$ cat src/rtl/data_bus_arbiter_pkg.sv
// Shared constants for the data-side bus: address map, requester indices, arbiter states.
// The tie-break policy itself is selected in bus_arb_pick by ARB_ROUND_ROBIN_EN.
package data_bus_arbiter_pkg;
  localparam logic [31:0] DMEM_BASE  = 32'h0000_0000;
  localparam logic [31:0] DMEM_LIMIT = 32'h0000_3FFF;

  localparam logic REQ_CPU = 1'b0;
  localparam logic REQ_SEC = 1'b1;

  localparam int MAX_BURST_DEF = 4;
  localparam int BURST_W       = 4;

  typedef enum logic [1:0] {
    ST_IDLE = 2'd0,
    ST_OWN0 = 2'd1,
    ST_OWN1 = 2'd2
  } arb_state_e;

  typedef struct packed {
    logic [31:0] addr;
    logic [31:0] wdata;
    logic [3:0]  byteen;
  } bus_req_t;
endpackage

$ cat src/rtl/data_bus_arbiter_pick.sv
// Combinational winner select for the two bus masters.
// ARB_ROUND_ROBIN_EN: ties go to the non-last owner; otherwise ties go to the CPU.
module bus_arb_pick
  import data_bus_arbiter_pkg::*;
#(
  parameter int MAX_BURST = MAX_BURST_DEF
) (
  input  logic [1:0]         req_i,
  input  logic               last_owner_i,
  input  logic [BURST_W-1:0] burst_cnt_i,
  output logic [1:0]         gnt_o
);
  logic tie_win;

  always_comb begin
`ifdef ARB_ROUND_ROBIN_EN
    tie_win = ~last_owner_i;
`else
    tie_win = REQ_CPU;
`endif
    // Burst limit overrides the tie rule: hand the bus to the waiting side.
    if (burst_cnt_i == BURST_W'(MAX_BURST - 1)) tie_win = ~last_owner_i;

    gnt_o = 2'b00;
    case (req_i)
      2'b01:   gnt_o = 2'b01;
      2'b10:   gnt_o = 2'b10;
      2'b11:   gnt_o = tie_win ? 2'b10 : 2'b01;
      default: gnt_o = 2'b00;
    endcase
  end
endmodule

$ cat src/rtl/data_bus_arbiter.sv
// Two-master arbiter in front of the data-memory port: grant, register onto bus, return data.
// Tie policy chosen by ARB_ROUND_ROBIN_EN (default: fixed CPU priority with burst limit).
module data_bus_arbiter
  import data_bus_arbiter_pkg::*;
#(
  parameter int MAX_BURST = MAX_BURST_DEF
) (
  input  logic        clk,
  input  logic        reset,
  input  logic        req0,
  input  logic        req1,
  input  logic [31:0] addr0,
  input  logic [31:0] addr1,
  input  logic [31:0] wdata0,
  input  logic [31:0] wdata1,
  input  logic [3:0]  byteen0,
  input  logic [3:0]  byteen1,
  output logic        gnt0,
  output logic        gnt1,
  output logic        rvalid0,
  output logic        rvalid1,
  output logic [31:0] rdata,
  output logic [31:0] m_data_addr,
  output logic [31:0] m_data_wdata,
  output logic [3:0]  m_data_byteen,
  input  logic [31:0] m_data_rdata
);
  arb_state_e          state_q;
  logic                last_owner_q;
  logic [BURST_W-1:0]  burst_q, burst_d;
  bus_req_t            bus_q;
  bus_req_t [1:0]      cand;
  logic [1:0]          rvalid_q;
  logic [31:0]         rdata_q;
  logic [1:0]          pick, gnt;
  logic                win, other_req;

  assign cand[0] = '{addr: addr0, wdata: wdata0, byteen: byteen0};
  assign cand[1] = '{addr: addr1, wdata: wdata1, byteen: byteen1};

  bus_arb_pick #(.MAX_BURST(MAX_BURST)) u_pick (
    .req_i        ({req1, req0}),
    .last_owner_i (last_owner_q),
    .burst_cnt_i  (burst_q),
    .gnt_o        (pick)
  );

  assign gnt       = reset ? 2'b00 : pick;
  assign win       = gnt[1];
  assign other_req = win ? req0 : req1;

  always_comb begin
    burst_d = '0;
    if (win == last_owner_q && other_req) burst_d = burst_q + BURST_W'(1);
  end

  always_ff @(posedge clk) begin
    if (reset) begin
      state_q      <= ST_IDLE;
      last_owner_q <= REQ_SEC;
      burst_q      <= '0;
      bus_q        <= '0;
      rvalid_q     <= '0;
      rdata_q      <= '0;
    end else begin
      // Completion follows the bus phase; a reset during it drops the pulse.
      rvalid_q <= {state_q == ST_OWN1, state_q == ST_OWN0};
      if (state_q != ST_IDLE) rdata_q <= m_data_rdata;
      if (|gnt) begin
        state_q      <= win ? ST_OWN1 : ST_OWN0;
        bus_q        <= cand[win];
        last_owner_q <= win;
        burst_q      <= burst_d;
      end else begin
        state_q      <= ST_IDLE;
        bus_q.byteen <= '0;
        burst_q      <= '0;
      end
    end
  end

  assign gnt0          = gnt[0];
  assign gnt1          = gnt[1];
  assign rvalid0       = rvalid_q[0];
  assign rvalid1       = rvalid_q[1];
  assign rdata         = rdata_q;
  assign m_data_addr   = bus_q.addr;
  assign m_data_wdata  = bus_q.wdata;
  assign m_data_byteen = bus_q.byteen;
endmodule
$ cat config.mk
export PLATFORM = sky130hd
export DESIGN_NAME = data_bus_arbiter
export DESIGN_NICKNAME = d
export VERILOG_FILES = /design/src/rtl/data_bus_arbiter_pkg.sv /design/src/rtl/data_bus_arbiter_pick.sv /design/src/rtl/data_bus_arbiter.sv
export SDC_FILE = /design/constraint.sdc
export NUM_CORES = 1
export LEC_CHECK = 0
export CAP_MARGIN = 10
export CORE_MARGIN = 2
export CORE_UTILIZATION = 35
export DETAILED_ROUTE_END_ITERATION = 16
export GPL_ROUTABILITY_DRIVEN = 0
export GPL_TIMING_DRIVEN = 0
export HOLD_SLACK_MARGIN = 0.02
export PLACE_DENSITY = 0.78
export SLEW_MARGIN = 30
export SYNTH_ARGS = -nofsm -noshare
export SYNTH_HDL_FRONTEND = slang
export SYNTH_SLANG_ARGS = --single-unit
$ cat constraint.sdc
create_clock -name clk -period 2.81 [get_ports clk]
set_input_delay 0.4215 -clock clk [delete_from_list [all_inputs] [get_ports clk]]
set_output_delay 0.4215 -clock clk [all_outputs]
set_load 0.02 [all_outputs]
# Yosys cells after proc, flatten, opt, wreduce, memory -nomap -nowiden
# Index checks and enable logic that the tools add are counted.
# Widths: inputs -> output; s select.
dict set report totals {
  word_cells 33
  register_bits 109
  ram_bits 0
  output_inout_bits 104
  input_bits 172
  latch_bits 0
  mem_bits_ro 0
  n_memories 0
}
dict set report op_classes {
  div 0
  bitwise 3
  eq_ne 7
  n_mux 8
  addsub 1
  reduce_logical 5
  shift 0
  multipliers 0
  magnitude_cmp 1
}
# operator n
set op_table {}
lappend op_table {{$mux 68} 2}
lappend op_table {{$eq 2x2->1 const B} 3}
lappend op_table {{$mux 2} 3}
lappend op_table {{$pmux 2 s3} 1}
lappend op_table {{$add 4x1->4 const B} 1}
lappend op_table {{$eq 2x1->1 const B} 2}
lappend op_table {{$eq 4x2->1 const B} 1}
lappend op_table {{$reduce_or 2->1} 2}
lappend op_table {{$not 1->1} 3}
lappend op_table {{$reduce_or 3->1} 1}
lappend op_table {{$lt 1x2->1 const B} 1}
lappend op_table {{$mux 1} 2}
lappend op_table {{$reduce_bool 2->1} 1}
lappend op_table {{$eq 1x1->1} 1}
lappend op_table {{$logic_and 1x1->1} 1}

# Logic depth before layout (Yosys ltp)
dict set report logic_depth {
  word_depth 9
  mapped_depth 8
}

# By module
# A second synthesis with hierarchy kept.
dict set report hier_totals {
  hier_cells 469
  area_unflattened_um2 4634.4
}
# module area_each_um2 cells_each instances
set by_module_without_submodules {}
lappend by_module_without_submodules {data_bus_arbiter 4581.9 465 1}
lappend by_module_without_submodules {bus_arb_pick 52.6 4 1}

# Worst setup path after synthesis
# Ideal clock, no wire load.
dict set report synth_path {
  path_type {register -> output}
  startpoint {register burst_q[0]}
  endpoint {output gnt1}
  stages_incl_launch_ff 8
  required_ns 2.389
  arrival_time_ns 1.877
  setup_slack_ns 0.511
  cell_sequence {dfxtp_1 -> ha_1 -> or4b_1 -> buf_2 -> buf_6 -> buf_6 -> buf_2 -> a21oi_1}
}
dict set report synth_via {
  elab_chain_len 5
}
# item line
set synth_rtl {}
lappend synth_rtl {{start: declaration} data_bus_arbiter.sv:30} ;# logic [BURST_W-1:0] burst_q, burst_d;
lappend synth_rtl {{start signal: assignment} data_bus_arbiter.sv:73} ;# burst_q <= burst_d;
lappend synth_rtl {{$eq 4x2->1} data_bus_arbiter_pick.sv:22} ;# if (burst_cnt_i == BURST_W'(MAX_BURST - 1)) tie_win = ~last_owner_i;
lappend synth_rtl {{$mux 1} data_bus_arbiter_pick.sv:22}
lappend synth_rtl {{$mux 2} data_bus_arbiter_pick.sv:28} ;# 2'b11: gnt_o = tie_win ? 2'b10 : 2'b01;
lappend synth_rtl {{$pmux 2 s3} data_bus_arbiter_pick.sv:25} ;# case (req_i)
lappend synth_rtl {{$mux 2} data_bus_arbiter.sv:48} ;# assign gnt = reset ? 2'b00 : pick;
lappend synth_rtl {{end: declaration} data_bus_arbiter.sv:19} ;# output logic gnt1,
# No other way between the ends.

# Worst setup path in the final report
dict set report layout_path {
  startpoint {register burst_q[0]}
  endpoint {output gnt0}
}
dict set report layout_via {
  elab_chain_len 5
}
# item line
set layout_rtl {}
lappend layout_rtl {{$eq 4x2->1} data_bus_arbiter_pick.sv:22}
lappend layout_rtl {{$mux 1} data_bus_arbiter_pick.sv:22}
lappend layout_rtl {{$mux 2} data_bus_arbiter_pick.sv:28}
lappend layout_rtl {{$pmux 2 s3} data_bus_arbiter_pick.sv:25}
lappend layout_rtl {{$mux 2} data_bus_arbiter.sv:48}
lappend layout_rtl {{end: declaration} data_bus_arbiter.sv:18} ;# output logic gnt0,
# No other way between the ends.

==> run summary <==
count leader, synth - nor3b_1
Worst Setup Start Kind - register
Core Area - 17900 sq um
synth unique cells - 28
maxcap violations - 0
Post-Syn Nets - 885
initial core utilization - 35.4%
Post-synth top cells - nor3b_1, mux2_2, dfxtp_1, nand2_1, o22ai_1
Die X - 139 um
fraction of layout cells with a size suffix above 1 - 16.5%
Final Hold Violating Endpoints - 0
Worst VDD drop - 0.320 mV
gr ovfl total - 0
CTS tree - yes
P_leak - 3.46 nW
Slew Limit Fails - 0
DP Wirelength - 16900 um
slowest cell on the critical path - or4b_1
sequential area share after synthesis - 34.4%
Post-Syn Instances - 712
Routed WL - 23200 um
Critical Path RT - 2390 ps
Synth Register Bits - 109
DRC errors left - 0
critical path class - register to primary output
antenna viol nets, final - 0
Worst slew margin - 54.3%
Post-synth EDFFs - 0
CTS Buf Count - 9
critical path cell sequence - ha_2, or4b_1, buf_6, buf_6, buf_6, o211a_1, buf_2
PD cells - 458 nW/um^2
CTS H-tree lvls - 3
CP peak stage delay - 470 ps
RSZ-0062 raised after global routing - false
Post-Syn Area - 6340 sq um
# Post-CTS Setup Buffers - 0
Place WS - -364 ps
# setup viols final - 0
Bufs on Longest Clock Path - 2
Chip Height - 139 um
CTS clk-pin slew, worst paths - 70 ps
DR pass1 iterations - 5
first-pass GRT wire length - 36300 um
skew final - 11.1 ps
die area - 19200 sq um
Synth area leader - dfxtp_1
Tmin final - 2640 ps
Area Growth Syn to Fin - 53.0%
Port Buffers - 272
setup TNS - 0 ps
FP Rows - 49
Worst-Skew Late Latency - 360 ps
Synth Flop Type - dfxtp_1
most used cell along the critical path - buf_6
largest net degree at the start of global routing - 20
final cell count without fillers - 1228
Post-Place Cells - 1213
HP Class - register to register
Async S/R FF share, synth - 0%
share of the synthesized area in the top cell type - 34.4%
IO Pins - 276
Synth Warn # - 0
via/cell ratio - 5.45
Fmax achieved - 0.378 GHz
Tcrit/Tclk final - 94.1%
Mapped Avg Cell Area - 8.91 sq um
post-route setup slack - 166 ps
crit path DAT - 2220 ps
DR iter-0 viols - 332
status - finished, final reports clean
total power - 4.44 mW
number of global-route vias before repair - 6686
clk sinks - 109
Post-Route Utilization - 54.2%
Critical Path End Type - primary output
clk root buf - clkbuf_16
crit-path max FO - 19
GRT Resource Usage Total - 23.1%
Slew @ Worst Pin - 686 ps
routed via count - 6697
largest cells by area after synthesis - dfxtp_1, mux2_2, nor3b_1
initial antenna violation count - 1
Routed WL per cell - 18.9 um
final net count - 1167
Antenna Cells - 0
-- where the power goes --
| part | switching (mW) | internal (mW) | leakage, nW | total (mW) |
|---|---|---|---|---|
| registers | 0.0587 | 1.66 | 0.904 | 1.71 |
| logic | 0.555 | 0.634 | 2.38 | 1.19 |
| clock network | 0.632 | 0.906 | 0.174 | 1.54 |
| total | 1.25 | 3.19 | 3.46 | 4.44 |
-- metal layers --
| layer | part of all wire, % | track usage (%) |
|---|---|---|
| met5 | 0.056 | 0 |
| met4 | 1.9 | 6.75 |
| met3 | 11 | 8.39 |
| met2 | 46 | 37.7 |
| met1 | 41 | 28.6 |
-- path summary, 6_finish.rpt --
| check | startpoint | to | slack [ps] | depth (start not counted) |
|---|---|---|---|---|
| worst max-delay path | burst_q[0] | gnt0 | 170 | 7 |
| worst max register to register | burst_q[0] | m_data_addr[3] | 780 | 7 |
| worst min register to register | burst_q[0] | burst_q[0] | 420 | 1 |
| worst min-delay path | burst_q[0] | burst_q[0] | 420 | 1 |
-- cell families after synthesis --
logic type | synth area share (%)
buffers and inverters | 5.33
and+or+nand+nor | 26.1
adders and majority gates | 0.197
DFF | 34.4
AOI/OAI and AO/OA | 10.7
muxes | 23.2
xor gates and xnor gates | 0.138
-- layout by cell type (no fill, tap or decap), types with 2 or more instances in the layout --
cell             netlist  layout
clkbuf_1              63      62
buf_6                  2       3
o22ai_1               64      64
a21oi_1               38      38
clkdlybuf4s50_1        0     270
nand2_1               69      69
nor2_1                 5       5
buf_1                  6       6
buf_2                  9       9
bufinv_16              0       3
mux2_4                 5       5
nor3_1                59      59
inv_1                  3       3
mux2_2               123     123
clkbuf_16              0       9
nor2b_1                2       2
dfxtp_1              109     108
inv_6                  0       2
a21o_1                 4       4
o211ai_1               4       4
nor3_2                 5       5
nor3b_1              131     131
o211a_1                2       2
-- critical path: cells and delay by family (launching register included) --
family	cells	cell delay [ps]
buffers and inverters	4	650
AND/OR/NAND/NOR	1	470
flip-flops	1	350
AO/OA/AOI/OAI	1	220
adder cells (fa/ha/maj)	1	190
-- sequential cells by signal, indices dropped and copies added, names as in the netlist --
register and cells:
m_data_addr 32, m_data_wdata 32, rdata 32, burst_q 4
m_data_byteen 4, rvalid_q 2, state_q 2, last_owner_q 1
-- repair_timing --
item / 4_1_cts / 5_1_grt
endpoints found under the setup margin: 2 / 1
hold buffers: 0 / 0
pin swaps: 0 / 0
resized for setup: 12 / 2
-- area by class of cell --
cell class | count | area [sq um]
Buffer | 79 | 329
Clock inverter | 6 | 116
Fill cell | 1644 | 8200
Multi-Input combinational cell | 520 | 3830
Inverter | 3 | 11.3
Tap cell | 229 | 287
Clock buffer | 10 | 239
Sequential cell | 109 | 2180
Timing Repair Buffer | 272 | 2710
-- through the flow --
stage                     hold slack (ps)  area, sq um
after floorplan                       418         6340
after global placement                429         9350
after detailed placement              447         9350
after CTS                             426         9700
after global routing                  447         9700
final                                 424         9700
(Power assumes the default switching activity.)
